--- src/rtl/gtxe2_chnl_cpll_lockdet_pkg.sv ---
// CPLL lock detector shared definitions.
// State encodings, default window constants, band check.
package gtxe2_chnl_cpll_lockdet_pkg;

    typedef enum logic [1:0] {
        GTXE2_CHNL_CPLL_LOCKDET_IDLE    = 2'd0,
        GTXE2_CHNL_CPLL_LOCKDET_ACQUIRE = 2'd1,
        GTXE2_CHNL_CPLL_LOCKDET_LOCKED  = 2'd2
    } lockdet_st_t;

    localparam int LOCKDET_WINDOW         = 256;
    localparam int LOCKDET_EXPECTED       = 128;
    localparam int LOCKDET_TOL            = 4;
    localparam int LOCKDET_LOCK_WINDOWS   = 4;
    localparam int LOCKDET_UNLOCK_WINDOWS = 2;

    // Lower bound clamps at zero when tol exceeds expv.
    function automatic logic in_band(int cnt, int expv, int tol);
        int lo;
        lo = (expv > tol) ? expv - tol : 0;
        return (cnt >= lo) && (cnt <= expv + tol);
    endfunction

endpackage

--- src/rtl/gtxe2_chnl_cpll_lockdet_fbsync.sv ---
// Feedback toggle synchronizer and edge detector.
// Any change of the synchronized level is one transition.
module gtxe2_chnl_cpll_fbsync
    import gtxe2_chnl_cpll_lockdet_pkg::*;
(
    input  logic ref_clk,
    input  logic reset,
    input  logic fb_tgl,
    output logic fb_edge
);

    logic s1;
    logic s2;
    logic s3;

    // Two sync flops plus one history flop for edge compare.
    always_ff @(posedge ref_clk or posedge reset) begin
        if (reset) begin
            s1 <= 1'b0;
            s2 <= 1'b0;
            s3 <= 1'b0;
        end else begin
            s1 <= fb_tgl;
            s2 <= s1;
            s3 <= s2;
        end
    end

    assign fb_edge = s2 ^ s3;

endmodule

--- src/rtl/gtxe2_chnl_cpll_lockdet.sv ---
// CPLL frequency lock detector.
// Counts feedback transitions per window, qualifies lock with hysteresis.
module gtxe2_chnl_cpll_lockdet
    import gtxe2_chnl_cpll_lockdet_pkg::*;
#(
    parameter int WINDOW         = LOCKDET_WINDOW,
    parameter int EXPECTED       = LOCKDET_EXPECTED,
    parameter int TOL            = LOCKDET_TOL,
    parameter int LOCK_WINDOWS   = LOCKDET_LOCK_WINDOWS,
    parameter int UNLOCK_WINDOWS = LOCKDET_UNLOCK_WINDOWS,
    parameter int CNT_W          = $clog2(WINDOW + 1)
) (
    input  logic             ref_clk,
    input  logic             reset,
    input  logic             lockdet_en,
    input  logic             fb_tgl,
    output logic             lock,
    output logic             fbclk_lost,
    output logic [CNT_W-1:0] win_count,
    output logic             win_valid
);

    localparam int GR_W = $clog2(LOCK_WINDOWS + 1);
    localparam int BR_W = $clog2(UNLOCK_WINDOWS + 1);

    lockdet_st_t      st;
    logic [CNT_W-1:0] win_cnt;
    logic [CNT_W-1:0] edge_cnt;
    logic [GR_W-1:0]  good_run;
    logic [BR_W-1:0]  bad_run;

    logic             fb_edge;
    logic [CNT_W-1:0] count_now;
    logic             eval;
    logic             zero;
    logic             good;

    gtxe2_chnl_cpll_fbsync u_fbsync (
        .ref_clk (ref_clk),
        .reset   (reset),
        .fb_tgl  (fb_tgl),
        .fb_edge (fb_edge)
    );

    // Saturating count including this cycle's edge, and window verdict.
    always_comb begin
        count_now = edge_cnt;
        if (fb_edge && (edge_cnt != '1)) begin
            count_now = edge_cnt + CNT_W'(1);
        end
        eval = (win_cnt == CNT_W'(WINDOW - 1));
        zero = (count_now == '0);
        good = in_band(int'(count_now), EXPECTED, TOL) && !zero;
    end

    // Window sequencing and lock qualification state machine.
    always_ff @(posedge ref_clk or posedge reset) begin
        if (reset) begin
            st         <= GTXE2_CHNL_CPLL_LOCKDET_IDLE;
            win_cnt    <= '0;
            edge_cnt   <= '0;
            good_run   <= '0;
            bad_run    <= '0;
            lock       <= 1'b0;
            fbclk_lost <= 1'b0;
            win_count  <= '0;
            win_valid  <= 1'b0;
        end else begin
            win_valid <= 1'b0;
            if (!lockdet_en) begin
                st         <= GTXE2_CHNL_CPLL_LOCKDET_IDLE;
                win_cnt    <= '0;
                edge_cnt   <= '0;
                good_run   <= '0;
                bad_run    <= '0;
                lock       <= 1'b0;
                fbclk_lost <= 1'b0;
            end else begin
                unique case (st)
                    GTXE2_CHNL_CPLL_LOCKDET_IDLE: begin
                        st <= GTXE2_CHNL_CPLL_LOCKDET_ACQUIRE;
                    end
                    GTXE2_CHNL_CPLL_LOCKDET_ACQUIRE,
                    GTXE2_CHNL_CPLL_LOCKDET_LOCKED: begin
                        if (!eval) begin
                            win_cnt  <= win_cnt + CNT_W'(1);
                            edge_cnt <= count_now;
                        end else begin
                            win_cnt    <= '0;
                            edge_cnt   <= '0;
                            win_count  <= count_now;
                            fbclk_lost <= zero;
                            win_valid  <= 1'b1;
                            if (st == GTXE2_CHNL_CPLL_LOCKDET_LOCKED) begin
                                if (zero || (!good &&
                                    int'(bad_run) + 1 >= UNLOCK_WINDOWS)) begin
                                    st       <= GTXE2_CHNL_CPLL_LOCKDET_ACQUIRE;
                                    lock     <= 1'b0;
                                    good_run <= '0;
                                    bad_run  <= '0;
                                end else if (!good) begin
                                    bad_run <= bad_run + BR_W'(1);
                                end else begin
                                    bad_run <= '0;
                                end
                            end else begin
                                if (!good) begin
                                    good_run <= '0;
                                end else if (int'(good_run) + 1
                                             >= LOCK_WINDOWS) begin
                                    st       <= GTXE2_CHNL_CPLL_LOCKDET_LOCKED;
                                    lock     <= 1'b1;
                                    good_run <= '0;
                                    bad_run  <= '0;
                                end else begin
                                    good_run <= good_run + GR_W'(1);
                                end
                            end
                        end
                    end
                    default: begin
                        st <= GTXE2_CHNL_CPLL_LOCKDET_IDLE;
                    end
                endcase
            end
        end
    end

endmodule

--- config.mk ---
export PLATFORM = sky130hd
export DESIGN_NAME = gtxe2_chnl_cpll_lockdet
export DESIGN_NICKNAME = d
export VERILOG_FILES = /design/src/rtl/gtxe2_chnl_cpll_lockdet_pkg.sv /design/src/rtl/gtxe2_chnl_cpll_lockdet_fbsync.sv /design/src/rtl/gtxe2_chnl_cpll_lockdet.sv
export SDC_FILE = /design/constraint.sdc
export NUM_CORES = 1
export LEC_CHECK = 0
export ABC_CLOCK_PERIOD_IN_PS = 3450
export CORE_ASPECT_RATIO = 1.25
export CORE_UTILIZATION = 55
export CTS_CLUSTER_DIAMETER = 200
export DETAILED_ROUTE_END_ITERATION = 12
export GPL_TIMING_DRIVEN = 0
export PLACE_DENSITY_LB_ADDON = 0.3
export SLEW_MARGIN = 40
export SYNTH_ARGS = -nofsm -noshare
export SYNTH_HDL_FRONTEND = slang
export SYNTH_SLANG_ARGS = --single-unit
--- constraint.sdc ---
create_clock -name ref_clk -period 3.45 [get_ports ref_clk]
set_input_delay 0.5175 -clock ref_clk [delete_from_list [all_inputs] [get_ports ref_clk]]
set_output_delay 0.5175 -clock ref_clk [all_outputs]
set_load 0.02 [all_outputs]
## After elaboration in Yosys (flattened, before gate mapping)

Index checks and enable logic that the tools add are counted.
W data, S select, Z words.

- Register bits after elaboration: 40
- Input bits: 4

- Bitwise gates (word level): 1
- Reduce and logical (&&, ||, !) cells: 16
- $lt $le $gt $ge: 4
- Eq/ne operators: 13
- Mux-type cells: 42
- Add/subtract/negate cells: 6

Operator list:

| cell | count |
|---|---|
| $mux W9 | 7 |
| $mux W2 | 14 |
| $mux W3 | 7 |
| $add A9 B1 Y9 const B | 2 |
| $mux W1 | 13 |
| $ne A4 B4 Y1 const B | 3 |
| $eq A9 B8 Y1 const B | 1 |
| $ge A9 B7 Y1 const B | 1 |
| $le A9 B8 Y1 const B | 1 |
| $logic_not A9 Y1 | 1 |
| $ne A9 B9 Y1 const B | 1 |
| $reduce_and A4 Y1 | 2 |
| $ne A3 B1 Y1 const B | 2 |
| $reduce_and A3 Y1 | 2 |
| $reduce_and A5 Y1 | 1 |
| $add A3 B1 Y4 const B | 1 |
| $ge A4 B3 Y1 const B | 1 |
| $logic_and A1 B1 Y1 | 4 |
| $ne A2 B1 Y1 const B | 2 |
| $pmux W2 S2 | 1 |
| $add A2 B1 Y3 const B | 1 |
| $add A3 B1 Y3 const B | 1 |
| $ge A3 B2 Y1 const B | 1 |
| $ne A3 B2 Y1 const B | 1 |
| other kinds (10) | 11 |

## Longest topological paths before layout

Gate-level depths: netlist of the first run.

- Word-level depth: 14
- Gate-level depth with buffers: 13
- Gate-level depth less buffers: 12

## By module

From an unflattened synthesis of the first run, not the netlist that was laid out.

- Cell total of the unflattened synthesis: 237
- Area, all modules: 2285.9 um^2

Modules (own cells, without submodules):

| module | sequential area each (um^2) | cells each | area an instance (um^2) | instances |
|---|---|---|---|---|
| gtxe2_chnl_cpll_lockdet | 925.9 | 232 | 2198.4 | 1 |
| gtxe2_chnl_cpll_fbsync | 75.1 | 5 | 87.6 | 1 |

## Worst setup path before layout of the first run

No wires, ideal clock.

- Path kind: reg2reg
- From: register edge_cnt[0]
- To: register st[0]
- Cell stages (with the launch flop): 14
- Path slack: 259 ps
- Library setup time: 79 ps
- Arrival time: 3112 ps
- Buffers on the path: 1
- Cells stage by stage: dfrtp_1 > ha_1 > nand3_1 > nor2_1 > and3_1 > ha_1 > buf_4 > nand2b_1 > nor4_4 > xor2_2 > nor4_4 > nor3_1 > a211oi_2 > mux2i_1

- Cells in the longest elaborated chain, start to end: 11
- Elaborated cells between the ends (all ways): 16
- Those cells by class: add/sub: 1; order compare: 2; eq/ne: 3; mux: 1; reduce/logical: 9

RTL lines:

| item | line | text |
|---|---|---|
| start, declared | gtxe2_chnl_cpll_lockdet.sv:28 | `logic [CNT_W-1:0] edge_cnt;` |
| start signal, assigned | gtxe2_chnl_cpll_lockdet.sv:87 | `edge_cnt <= count_now;` |
| parallel branches: the longest is 2 deep, another holds $add A9 B1 Y9 | - |  |
| $mux W9 (*) | gtxe2_chnl_cpll_lockdet.sv:48 | `if (fb_edge && (edge_cnt != '1)) begin` |
| $ge A9 B7 Y1, or another cell as far along | gtxe2_chnl_cpll_lockdet_pkg.sv:21 | `return (cnt >= lo) && (cnt <= expv + tol);` |
| $logic_and A1 B1 Y1 or $logic_not A1 Y1 (tied branches) | gtxe2_chnl_cpll_lockdet_pkg.sv:21, gtxe2_chnl_cpll_lockdet.sv:53 |  |
| $logic_and A1 B1 Y1 | gtxe2_chnl_cpll_lockdet.sv:53 | `good = in_band(int'(count_now), EXPECTED, TOL) && !zero;` |
| $logic_not A1 Y1 | - |  |
| $logic_and A1 B1 Y1 | gtxe2_chnl_cpll_lockdet.sv:95 | `if (zero \|\| (!good &&` |
| $logic_or A1 B1 Y1 | gtxe2_chnl_cpll_lockdet.sv:95 |  |
| $ne A4 B4 Y1 (no source line) | - |  |
| $reduce_and A4 Y1 (no source line) (*) | - |  |
| end signal, assigned | gtxe2_chnl_cpll_lockdet.sv:97 | `st <= GTXE2_CHNL_CPLL_LOCKDET_ACQUIRE;` |
| end signal, assigned | gtxe2_chnl_cpll_lockdet.sv:111 | `st <= GTXE2_CHNL_CPLL_LOCKDET_LOCKED;` |
| end signal, assigned | gtxe2_chnl_cpll_lockdet.sv:122 | `st <= GTXE2_CHNL_CPLL_LOCKDET_IDLE;` |
| end, declared | gtxe2_chnl_cpll_lockdet.sv:26 | `lockdet_st_t st;` |

Every way passes the cells marked *.
A chain may end at the register's enable or synchronous reset.

## Worst setup path after layout of the first run

- From: register edge_cnt[0]
- To: register st[1]

Same word-level chain as after synthesis.

==> results of run 1 <==
[critical path: cells and delay by family (launching register included)]
| family | cells | cell delay, ns |
|---|---|---|
| flip-flops | 1 | 0.39 |
| buffers and inverters | 1 | 0.17 |
| AND/OR/NAND/NOR | 5 | 0.94 |
| AO/OA/AOI/OAI | 4 | 1.12 |
| multiplexers | 1 | 0.23 |
| adder cells (fa/ha/maj) | 2 | 0.37 |
[worst min-delay path by stage]
| stage | from | endpoint | slack (ns) |
|---|---|---|---|
| after floorplan | u_fbsync.s1$_DFF_PP0_ | u_fbsync.s2$_DFF_PP0_ | 0.33 |
| after global placement | u_fbsync.s1$_DFF_PP0_ | u_fbsync.s2$_DFF_PP0_ | 0.33 |
| after detailed placement | u_fbsync.s1$_DFF_PP0_ | u_fbsync.s2$_DFF_PP0_ | 0.34 |
| after CTS | u_fbsync.s1$_DFF_PP0_ | u_fbsync.s2$_DFF_PP0_ | 0.35 |
| after global routing | u_fbsync.s1$_DFF_PP0_ | u_fbsync.s2$_DFF_PP0_ | 0.37 |
| final | u_fbsync.s1$_DFF_PP0_ | u_fbsync.s2$_DFF_PP0_ | 0.34 |
[routing by layer]
metal  vias up  GRT usage  part of all wire
met1       990      0.319              0.43
met2        35      0.441              0.53
met4         0      0.114             0.018
met3         9     0.0417             0.024
met5         -          0                 0
li1       1011          -                 -
[what timing repair did]
action                                  4_1_cts  5_1_grt
gates cloned                                  0        0
pin swaps                                     1        3
gates resized for setup                       1        4
endpoints found under the hold margin         0        0
setup buffers                                 0        3
endpoints found under the setup margin        6        8
[stage by stage]
step	std cells	hold WS, ns	power, mW
4_1_cts	352	0.352	1.42
5_1_grt	353	0.370	1.50
3_3_place_gp	343	0.333	0.867
3_5_place_dp	344	0.336	0.880
2_1_floorplan	271	0.331	0.789
6_report	353	0.344	1.43
[power groups by stage]
| stage | registers [mW] | logic, mW | clock network, mW |
|---|---|---|---|
| 2_1_floorplan | 0.523 | 0.267 | 0 |
| 3_3_place_gp | 0.527 | 0.340 | 0 |
| 5_1_grt | 0.523 | 0.418 | 0.561 |
| 6_report | 0.518 | 0.378 | 0.534 |
| 4_1_cts | 0.520 | 0.356 | 0.540 |
| 3_5_place_dp | 0.528 | 0.351 | 0 |
[registers in the layout, summed over array words and instances, names as in the netlist]
register     cells
st               2
bad_run          2
u_fbsync.s1      1
u_fbsync.s3      1
fbclk_lost       1
u_fbsync.s2      1
lock             1
good_run         3
win_valid        1
win_cnt          9
win_count        9
edge_cnt         9
[cell type report]
| type | instances | area, µm² | share of cell area |
|---|---|---|---|
| inverter | 15 | 56.3 | 0.0192 |
| tap | 58 | 72.6 | 0.0248 |
| sequential | 40 | 1000 | 0.342 |
| multi-input combinational | 201 | 1380 | 0.471 |
| clock buffer | 5 | 68.8 | 0.0235 |
| clock inverter | 3 | 90.1 | 0.0308 |
| timing repair buffer | 18 | 183 | 0.0624 |
| buffer | 13 | 78.8 | 0.0269 |
[cell families (layout without fill, tap and decap cells)]
family | Yosys count | after routing | synth area share
xor+xnor | 15 | 15 | 0.0617
fa+ha+maj | 7 | 7 | 0.0351
mux | 3 | 3 | 0.0120
compound gates | 72 | 72 | 0.190
flops | 40 | 40 | 0.402
buf+inv | 30 | 54 | 0.0572
simple gates | 104 | 104 | 0.242
[cells in the final DEF (no fill, tap or decap), drive strengths merged, types with 5 or more instances in the layout]
cell and count:
dfrtp 40, nand2 39, o21ai 30, inv 15, clkdlybuf4s50 14, nor2 14, a21oi 13, clkbuf 13
xnor2 9, buf 9, ha 7, nand3 6, xor2 6, and2 6, nand4 5, nor3 5
and3 5, nor4 5
==> impl_metrics.toml, run 1 <==
[logic_synthesis]
ys_warn_count = 0
synth_cell_types = 58
synth_top_area_share = 0.402
yosys.area.top_type = "dfrtp_1"
ys_ff_latch = 40
synthTopCellsByArea = "dfrtp_1 40%, nand2_1 5.7%, o21ai_0 5.4%"
yosys_most_used_dff = "dfrtp_1"
yosys-top-cells-count = "40 x dfrtp_1, 38 x nand2_1, 27 x o21ai_0"
synth_edf_count = 0
synth_area_per_cell_um2 = 9.20
synth_area_um2 = 2490
synth.most_common_cell = "dfrtp_1"
synth.net_count = 282
synthCells = 271
synth-seq-area-share = 0.402
ys_async_sr_fraction = 1.00

[pwr]
power_density_nw_per_um2 = 488
power_frac_clock = 0.373
p_int_mw = 1.00
p_leak_nw = 1.19
p_comb_frac = 0.264
seqPwrFrac = 0.363
power.switching_mw = 0.430
irDropWorstVdd_v = 0.000379
switching_share = 0.301

[floorplan]
die_w_um = 62.2
dieArea_um2 = 4810
num_io_pins = 16
die_y_um = 77.3
fp-row-count = 27
initial_core_util = 0.568
coreArea_um2 = 4390

[setup_path]
crit_fanout = 10
r2r_start = "edge_cnt[0]$_DFFE_PP0P_"
critPathKind = "reg2reg"
max_stage_delay_ns = 0.40
crit_slowest_cell = "o311ai_4"
critPathLaunch = "edge_cnt[0]$_DFFE_PP0P_"
r2r_cells = 13
endpoint = "st[1]$_DFFE_PP0P_"
critPathLaunchType = "register"
timing.critical_path.to_type = "register"
critPathArrivalTime_ns = 3.52
r2r_setup_slack_ns = 0.15
crit_chain = "ha_2 > nand3_4 > nor2_4 > and3_1 > ha_1 > buf_4 > and4b_1 > and4_1 > o311ai_4 > a21oi_4 > a211o_2 > a211oi_2 > mux2i_1"
r2r-end = "st[1]$_DFFE_PP0P_"
cp.required_ns = 3.67

[route]
antenna_left = 0
wire_per_inst_um = 15.5
drcViolationCount = 0
drt-initial-drc-count = 151
firstDrtPassIters = 4
vias_per_cell = 5.79
finalWirelength_um = 5480
route.vias.total = 2045

[placement]
placed_area_um2 = 2730
place_ws_ns = -0.139
place_congestion = 0.926
numPortBuffers = 14
dp_hpwl_um = 4000

[cts]
ctsHoldBuffers = 0
clkTransAtPathRegs_ns = 0.08
clock_latency_ns = 0.30
ctsHtreeMaxLevel = 2
cts_tree = "yes"
cts_root_buffer = "clkbuf_8"
clockBufferDepth = 2
numCtsBuffers = 5
cts.sink_count = 40

[hold_path]
hold_depth = 0
min_path_type = "reg2reg"

[global_routing]
grt_max_degree = 27
grt_pass1_vias = 2113
overflow = 0
grt_pass1_wl_um = 9780
grt_use_total = 0.258
antenna_found_initial = 0

[sta]
finalHoldViolCount = 0
fin_crit_sh = 0.956
max_slew_margin = 0.566
fin_ws_ns = 0.151
fin_tns_setup_ns = 0
fin_crit_ns = 3.30
fmax_mhz = 303
fin_skew_ns = 0.00677
setup_viol = 0
worstMarginPinSlew_ns = 0.647
drv_slew = 0

[finish]
n_antenna_cell = 0
utilization = 0.667
area_delta_synth_final_pct = 17.5
stdcell_area_um2 = 2930
fill_cells = 356
drive_above_1_share = 0.142
fin_nets = 305

[job]
cap_violations = 0

[status]
status = "finished, final reports clean"
(Power assumes the default switching activity.)
==> run 2: changes to the inputs <==
--- a/config.mk
+++ b/config.mk
@@ -5,7 +5,6 @@
 export SDC_FILE = /design/constraint.sdc
 export NUM_CORES = 1
 export LEC_CHECK = 0
-export ABC_CLOCK_PERIOD_IN_PS = 3450
 export CORE_ASPECT_RATIO = 1.25
 export CORE_UTILIZATION = 55
 export CTS_CLUSTER_DIAMETER = 200
==> constraint.sdc (replaced) <==
create_clock -name ref_clk -period 4.02 [get_ports ref_clk]
set_input_delay 0.603 -clock ref_clk [delete_from_list [all_inputs] [get_ports ref_clk]]
set_output_delay 0.603 -clock ref_clk [all_outputs]
set_load 0.02 [all_outputs]
==> impl_metrics.toml, run 2 (synthesis gave the netlist of run 1 again) <==
[hold_path]
min_to = "u_fbsync.s2$_DFF_PP0_"
hold_depth = 0
min_path_type = "reg2reg"
min_from = "u_fbsync.s1$_DFF_PP0_"

[pwr]
power.switching_mw = 0.365
p_int_mw = 0.846
irDropWorstVdd_v = 0.000326
seqPwrFrac = 0.369
p_leak_nw = 1.18
p_comb_frac = 0.253
power_density_nw_per_um2 = 419
power_frac_clock = 0.378
switching_share = 0.301

[route]
finalWirelength_um = 5450
wire_per_inst_um = 15.5
route.vias.total = 2042
vias_per_cell = 5.80
drcViolationCount = 0
antenna_left = 0
firstDrtPassIters = 4
drt-initial-drc-count = 167

[placement]
place_congestion = 0.926
placed_area_um2 = 2730
numPortBuffers = 14
dp_hpwl_um = 4000

[finish]
multiInputGateArea_um2 = 1360
stdcell_area_um2 = 2890
fill_cells = 362
drive_above_1_share = 0.122
regArea_um2 = 1000
n_antenna_cell = 0
mostFrequentLayoutCells = "40 x dfrtp_1, 38 x nand2_1, 27 x o21ai_0"
mostFrequentLayoutCell = "dfrtp_1"
area_delta_synth_final_pct = 16.0
fin_nets = 304
largest_registers = "edge_cnt (9), win_cnt (9), win_count (9)"

[setup_path]
critPathArrivalTime_ns = 3.86
crit_fanout = 10
r2r_cells = 13
critPathLaunchType = "register"
r2r-end = "st[1]$_DFFE_PP0P_"
r2r_start = "edge_cnt[0]$_DFFE_PP0P_"
critPathKind = "reg2reg"
r2r_setup_slack_ns = 0.38
cp.required_ns = 4.24
timing.critical_path.to_type = "register"

[sta]
max_slew_margin = 0.567
finalHoldViolCount = 0
fin_tns_setup_ns = 0
fin_crit_sh = 0.905
worstMarginPinSlew_ns = 0.646
fin_crit_ns = 3.64
drv_slew = 0
fin_skew_ns = 0.00685
rsz0062_at_grt = "false"
setup_viol = 0
fmax_mhz = 275

[global_routing]
grt_busiest_layer = "met2"
grt_pass1_vias = 2118
grt_max_degree = 27
grt_pass1_wl_um = 9800
met1_usage = 0.319
overflow = 0
grt_use_total = 0.258
grtUsageMet2 = 0.434
antenna_found_initial = 0
use_met3 = 0.0432

[cts]
clock_latency_ns = 0.30
cts.sink_count = 40
clkTransAtPathRegs_ns = 0.08
clockBufferDepth = 2
cts_root_buffer = "clkbuf_8"
ctsHtreeMaxLevel = 2
cts_setup_buffers = 0
cts_tree = "yes"
numCtsBuffers = 5
ctsHoldBuffers = 0
cts.repair.resized = 0

[floorplan]
coreArea_um2 = 4390
dieArea_um2 = 4810
initial_core_util = 0.568
die_y_um = 77.3
die_w_um = 62.2
num_io_pins = 16
fp-row-count = 27

[status]
status = "finished, final reports clean"

[job]
cap_violations = 0
==> run 2: changes by cell type in the layout (fill, tap and decap cells not counted) <==
cell / previous run / this run
buf_4: 6 / 3
buf_1: 0 / 1
clkbuf_1: 7 / 8
ha_1: 6 / 7
ha_2: 1 / 0
nand3_1: 5 / 6
nand3_4: 1 / 0
nor2_1: 12 / 13
nor2_4: 1 / 0
==> run 2: how the worst max path moves through the flow <==
stage                            start           endpoint  cells past startpoint
2_1_floorplan  edge_cnt[0]$_DFFE_PP0P_  st[0]$_DFFE_PP0P_                     13
3_3_place_gp   edge_cnt[0]$_DFFE_PP0P_  st[1]$_DFFE_PP0P_                     13
3_5_place_dp   edge_cnt[0]$_DFFE_PP0P_  st[1]$_DFFE_PP0P_                     13
4_1_cts        edge_cnt[0]$_DFFE_PP0P_  st[1]$_DFFE_PP0P_                     13
5_1_grt        edge_cnt[0]$_DFFE_PP0P_  st[1]$_DFFE_PP0P_                     13
6_report       edge_cnt[0]$_DFFE_PP0P_  st[1]$_DFFE_PP0P_                     13
==> run 2: routing by layer <==
| layer | part of all wire | wire length, µm |
|---|---|---|
| met5 | 0 | 0 |
| met4 | 0.031 | 168 |
| met3 | 0.019 | 101 |
| met2 | 0.52 | 2830 |
| met1 | 0.43 | 2350 |
==> run 2: cell type report <==
cell class / instances / share of cell area
Tap cell: 58 / 0.0251
Timing Repair Buffer: 15 / 0.0554
Clock buffer: 5 / 0.0238
Clock inverter: 3 / 0.0312
Multi-Input combinational cell: 201 / 0.469
Sequential cell: 40 / 0.346
Buffer: 15 / 0.0299
Inverter: 15 / 0.0195
==> run 2: stage by stage <==
stage | power (mW) | worst slack (ns) | cells | utilization | hold WS [ns]
finish | 1.21 | 0.381 | 352 | 0.658 | 0.343
global route | 1.27 | 0.112 | 352 | 0.658 | 0.370
CTS | 1.21 | 0.400 | 352 | 0.657 | 0.352
detailed placement | 0.755 | 0.431 | 344 | 0.621 | 0.336
global placement | 0.744 | 0.439 | 343 | 0.616 | 0.333
floorplan | 0.677 | 0.829 | 271 | - | 0.331
==> run 2: power groups by stage <==
stage	Combinational, mW	Sequential, mW	Clock (mW)
floorplan	0.229	0.449	0
global placement	0.292	0.452	0
detailed placement	0.302	0.453	0
CTS	0.303	0.447	0.463
global route	0.340	0.451	0.481
finish	0.306	0.447	0.458
==> run 2: critical path, stage by stage (launching register included) <==
cell      delay [ns]
dfrtp_1         0.43
ha_1            0.26
nand3_1         0.26
nor2_1          0.15
and3_1          0.21
ha_1            0.17
buf_4           0.17
nand2b_1        0.25
nor4_4          0.40
xor2_2          0.18
nor4_4          0.42
nor3_1          0.11
a211oi_2        0.32
mux2i_1         0.23
